## src/rtl/count_sequencer.sv

```systemverilog
// Run controller for a modulo counter: takes a limit/mode config, then sequences
// one-shot or continuous runs under start/pause/abort, reporting value, pulses and laps.
module count_sequencer #(
  parameter int WIDTH         = 7,
  parameter int DEFAULT_LIMIT = 100,
  parameter int LAP_W         = 8
) (
  input  logic             i_clock,
  input  logic             i_reset_async_n,
  input  logic             i_cfg_valid,
  output logic             o_cfg_ready,
  input  logic [WIDTH-1:0] i_cfg_limit,
  input  logic             i_cfg_mode,
  input  logic             i_start,
  input  logic             i_pause,
  input  logic             i_abort,
  output logic [WIDTH-1:0] o_value,
  output logic [LAP_W-1:0] o_laps,
  output logic             o_wrap,
  output logic             o_done,
  output logic             o_busy,
  output logic [1:0]       o_state
);

  typedef enum logic [1:0] {
    ST_IDLE  = 2'd0,
    ST_RUN   = 2'd1,
    ST_PAUSE = 2'd2,
    ST_DONE  = 2'd3
  } state_t;

  localparam logic [WIDTH-1:0] DEF_LIMIT = WIDTH'(DEFAULT_LIMIT);
  localparam logic [WIDTH-1:0] ONE       = WIDTH'(1);
  localparam logic [LAP_W-1:0] LAPS_MAX  = '1;

  state_t           state_q, state_d;
  logic [WIDTH-1:0] value_q, value_d;
  logic [WIDTH-1:0] limit_q, limit_d;
  logic [LAP_W-1:0] laps_q, laps_d;
  logic             mode_q, mode_d;
  logic             wrap_q, wrap_d;
  logic             done_q, done_d;
  logic             cfg_take;
  logic             at_last;

  // Config handshake: a word transfers on any edge where i_cfg_valid and
  // o_cfg_ready are both high; ready depends only on state (IDLE/DONE).
  assign o_cfg_ready = (state_q == ST_IDLE) || (state_q == ST_DONE);
  assign o_busy      = (state_q == ST_RUN) || (state_q == ST_PAUSE);
  assign cfg_take    = i_cfg_valid && o_cfg_ready;
  assign at_last     = (value_q == (limit_q - ONE));

  always_comb begin
    state_d = state_q;
    value_d = value_q;
    laps_d  = laps_q;
    limit_d = limit_q;
    mode_d  = mode_q;
    wrap_d  = 1'b0;
    done_d  = 1'b0;

    if (cfg_take) begin
      limit_d = (i_cfg_limit == '0) ? ONE : i_cfg_limit;
      mode_d  = i_cfg_mode;
    end

    unique case (state_q)
      ST_IDLE, ST_DONE: begin
        if (i_start) begin
          state_d = ST_RUN;
          value_d = '0;
          laps_d  = '0;
        end
      end
      ST_RUN: begin
        if (i_abort) begin
          state_d = ST_IDLE;
          value_d = '0;
          laps_d  = '0;
        end else if (i_pause) begin
          state_d = ST_PAUSE;
        end else if (!mode_q) begin
          if (at_last) begin
            value_d = limit_q;
            state_d = ST_DONE;
            done_d  = 1'b1;
          end else begin
            value_d = value_q + ONE;
          end
        end else begin
          if (at_last) begin
            value_d = '0;
            wrap_d  = 1'b1;
            laps_d  = (laps_q == LAPS_MAX) ? laps_q : laps_q + 1'b1;
          end else begin
            value_d = value_q + ONE;
          end
        end
      end
      ST_PAUSE: begin
        if (i_abort) begin
          state_d = ST_IDLE;
          value_d = '0;
          laps_d  = '0;
        end else if (!i_pause) begin
          state_d = ST_RUN;
        end
      end
      default: state_d = ST_IDLE;
    endcase
  end

  always_ff @(posedge i_clock or negedge i_reset_async_n) begin
    if (!i_reset_async_n) begin
      state_q <= ST_IDLE;
      value_q <= '0;
      laps_q  <= '0;
      limit_q <= DEF_LIMIT;
      mode_q  <= 1'b0;
      wrap_q  <= 1'b0;
      done_q  <= 1'b0;
    end else begin
      state_q <= state_d;
      value_q <= value_d;
      laps_q  <= laps_d;
      limit_q <= limit_d;
      mode_q  <= mode_d;
      wrap_q  <= wrap_d;
      done_q  <= done_d;
    end
  end

  assign o_value = value_q;
  assign o_laps  = laps_q;
  assign o_wrap  = wrap_q;
  assign o_done  = done_q;
  assign o_state = state_q;

endmodule
```

## config.mk

```make
export PLATFORM = sky130hd
export DESIGN_NAME = count_sequencer
export DESIGN_NICKNAME = d
export VERILOG_FILES = /design/src/rtl/count_sequencer.sv
export SDC_FILE = /design/constraint.sdc
export NUM_CORES = 1
export LEC_CHECK = 0
export CAP_MARGIN = 20
export CORE_MARGIN = 2
export CORE_UTILIZATION = 51
export DETAILED_ROUTE_END_ITERATION = 8
export HOLD_SLACK_MARGIN = 0.02
export PLACE_DENSITY = 0.77
export REMOVE_ABC_BUFFERS = 1
export SLEW_MARGIN = 10
export SYNTH_ARGS = -nofsm -noshare
export SYNTH_HDL_FRONTEND = slang
export SYNTH_SLANG_ARGS = --single-unit
```

## constraint.sdc

```tcl
create_clock -name i_clock -period 2.5 [get_ports i_clock]
set_input_delay 0.5 -clock i_clock [delete_from_list [all_inputs] [get_ports i_clock]]
set_output_delay 0.5 -clock i_clock [all_outputs]
set_load 0.05 [all_outputs]
```

==> out/metrics.csv, run 1 <==
metric,value,unit
wire length after detailed routing,4200,um
"slowest stage cell, crit path",dfstp_2,
Post-synth EDFFs,0,
level count of the clock H-tree,1,
post-synth design cell area,1710,um2
routed via count,1591,
post-synthesis to final-layout area growth,29.9,%
VDD IR max,437,uV
final number of hold-violating endpoints,0,
WS Path Type,reg -> reg,
worst setup path end,o_value[4]$_DFFE_PN0P_,
placed cell area,2180,um2
reported leakage power,0.909,nW
final core utilization,0.677,
largest cells by area after synthesis,"dfrtp_1 35%, dfstp_2 4.6%, mux2_2 4.6%",
number of buffers added for setup after CTS,0,
Skew-Pair Late Insertion Delay,0.33,ns
WL per Instance,15.7,um
GRT Overall Usage,0.223,
number of CTS-inserted buffers,3,
crit-path max FO,14,
via count of the first global-routing pass,1406,
max-slew headroom at the worst pin,0.575,
number of flip-flops and latches in the synthesized netlist,27,
die width,62.0,um
total power divided by cell area,984,nW/um2
area of the placeable core,3280,um2
DR iter-0 viols,101,
final estimated routing congestion in global placement,0.917,
category of the worst setup path capture point,flop,
number of nets with antenna violations after detailed routing,0,
timing startpoint of the critical path,limit_q[2]$_DFFE_PN1P_,
number of distinct library cell variants in the gate-level netlist after synthesis,45,
pin count of the biggest net entering global routing,28,
row count,21,
Initial Utilization,0.522,
Max Cap Viol,0,
pins over their slew limit,0,
filler instances,264,
CTS max path bufs,2,
die extent in y,62.0,um
final critical-path required period,2.41,ns
Worst Skew,0.00320,ns
number of vias per cell,5.94,
final setup slack of the worst path,0.0864,ns
# setup viols final,0,
antenna cell count,0,
area share of the leading cell type in the synthesized netlist,0.351,
global-route wire length before repair,6310,um
number of antenna violations at the first check in global routing,0,
mean instance size in the synthesized netlist,9.73,um2
unrepaired setup endpoints after global routing,false,
status,"complete, no violations",
ratio of cells with drive above 1 in the final layout,0.171,
cell types with the highest counts after synthesis,"24 x dfrtp_1, 16 x nand2_1, 9 x inv_1, 9 x nand3_1, 9 x nor2_1",
Final HPWL DP,3150,um
slack of the worst reg-to-reg path,0.09,ns
post-detailed-route DRC marker count,0,
worst min-delay path class,in -> async,
number of nets in the layout,242,
area of all placed cells without fillers,2220,um2
ratio of final minimum period to clock period,0.965,
overall die area,3840,um2
drt first pass iters,4,
number of cells produced by synthesis,176,
Post-Place Worst Slack,-0.0368,ns
maximum cell stage delay along the critical path,0.66,ns
origin of the critical flop-to-flop path,limit_q[2]$_DFFE_PN1P_,
slew of the pin with the lowest slew margin,0.634,ns
overall overflow remaining after global route,0,
total power,2.19,mW
I/O pin cnt,35,
cell at the root of the clock tree,clkbuf_4,
main flop type after synthesis,dfrtp_1,
fraction of registers with async set or reset after synthesis,1.00,
hold-fix buffer count after cts,0,
Max Freq,414,MHz
Sink Count,27,
reg-to-reg endpoint,o_value[4]$_DFFE_PN0P_,
clock transition at the registers of the reported paths,0.14,ns
worst-path cell chain,nor2_1 -> a21o_1 -> a2111oi_4 -> nand3_4 -> buf_4 -> a31o_2 -> a211o_1,
arrival time of data at the critical path endpoint,2.65,ns
proportion of synthesized chip area in sequential cells,0.397,
buffers added on ports,34,
"count leader, synth",dfrtp_1,
clock tree from TritonCTS,done,
Yosys Warn Count,0,
cell taking the most area after synthesis,dfrtp_1,
required time of the critical path,2.73,ns
R2R depth,7,
critical path startpoint category,flop,
-- routing by layer --
layer / wire (um) / GRT usage / share of wire
met1: 1890 / 0.316 / 0.45
met2: 2030 / 0.354 / 0.48
met3: 222 / 0.0269 / 0.053
met4: 53 / 0.0729 / 0.013
met5: 0 / 0 / 0
-- stage by stage --
step	cells	hold WS [ns]	TNS (ns)
global placement	264	0.560	0
global route	268	0.538	0
detailed placement	264	0.578	-0.0675
CTS	268	0.527	0
floorplan	171	0.204	-2.87
finish	268	0.520	0
-- cell type report --
| cell class | instances | area, um2 | share of cell area |
|---|---|---|---|
| timing repair buffer | 47 | 434 | 0.195 |
| clock buffer | 3 | 22.5 | 0.0101 |
| tap | 46 | 57.6 | 0.0259 |
| sequential | 27 | 681 | 0.306 |
| clock inverter | 1 | 5.00 | 0.00225 |
| inverter | 9 | 33.8 | 0.0152 |
| multi-input combinational | 135 | 991 | 0.445 |
-- placed cells by master (no fill, tap or decap), types with 3 or more instances in the layout --
| master | count |
|---|---|
| or3_1 | 5 |
| mux2i_1 | 4 |
| nor2_1 | 9 |
| clkdlybuf4s50_1 | 32 |
| nand4_1 | 5 |
| xnor2_1 | 7 |
| or4_1 | 5 |
| nor3_1 | 7 |
| nor4b_1 | 5 |
| clkbuf_4 | 3 |
| o211ai_1 | 3 |
| nand2_1 | 16 |
| nor2b_1 | 3 |
| dfrtp_1 | 23 |
| buf_4 | 14 |
| a211o_1 | 5 |
| nand2b_1 | 5 |
| ha_1 | 5 |
| nand3_1 | 9 |
| dfstp_2 | 3 |
| a21oi_1 | 3 |
| inv_1 | 9 |
| mux2_2 | 7 |
-- flip-flops by register name, indices dropped and copies added, names as in the netlist --
register	flops
o_done	1
o_wrap	1
limit_q	7
o_value	7
o_state	2
mode_q	1
o_laps	8
-- critical path: cells and delay by family, from the launching register on --
kind | cells | cell delay, ns
buffers and inverters | 1 | 0.24
AO/OA/AOI/OAI | 4 | 1.14
flip-flops | 1 | 0.66
AND/OR/NAND/NOR | 2 | 0.28
-- power by group --
part | switching, mW | leakage, nW | internal (mW) | total [mW]
sequential | 0.149 | 0.351 | 0.550 | 0.699
combinational | 0.766 | 0.541 | 0.532 | 1.30
clock | 0.131 | 0.0177 | 0.0602 | 0.191
-- worst min path at each step --
stage	startpoint	endpoint	slack, ns	cells past startpoint
after floorplan	i_reset_async_n	limit_q[0]$_DFFE_PN0P_	0.20	0
after global placement	o_laps[6]$_DFFE_PN0P_	o_laps[6]$_DFFE_PN0P_	0.56	2
after detailed placement	o_laps[1]$_DFFE_PN0P_	o_laps[1]$_DFFE_PN0P_	0.58	1
after CTS	i_reset_async_n	o_done$_DFF_PN0_	0.53	2
after global routing	i_reset_async_n	o_done$_DFF_PN0_	0.54	2
final	i_reset_async_n	o_state[0]$_DFFE_PN0P_	0.52	2
-- repair_timing --
item	4_1_cts	5_1_grt
endpoints found under the setup margin	1	9
resized for setup	1	3
pin swaps	0	1
-- cell families (layout without fill, tap and decap cells) --
logic type / after synthesis / after routing / share of synthesized area
AND/OR/NAND/NOR: 76 / 76 / 0.248
AO/OA/AOI/OAI: 34 / 34 / 0.170
flip-flops: 27 / 27 / 0.397
buffers and inverters: 14 / 60 / 0.0329
multiplexers: 11 / 11 / 0.0694
XOR/XNOR: 9 / 9 / 0.0460
adder cells (fa/ha/maj): 5 / 5 / 0.0365
(Power assumes the default switching activity.)
==> run 2: changes to the inputs <==
Settings changed: CTS_CLUSTER_SIZE from default to 10.
==> results of run 2 <==
Final layout, timing and power as in run 1 (identical DEF).
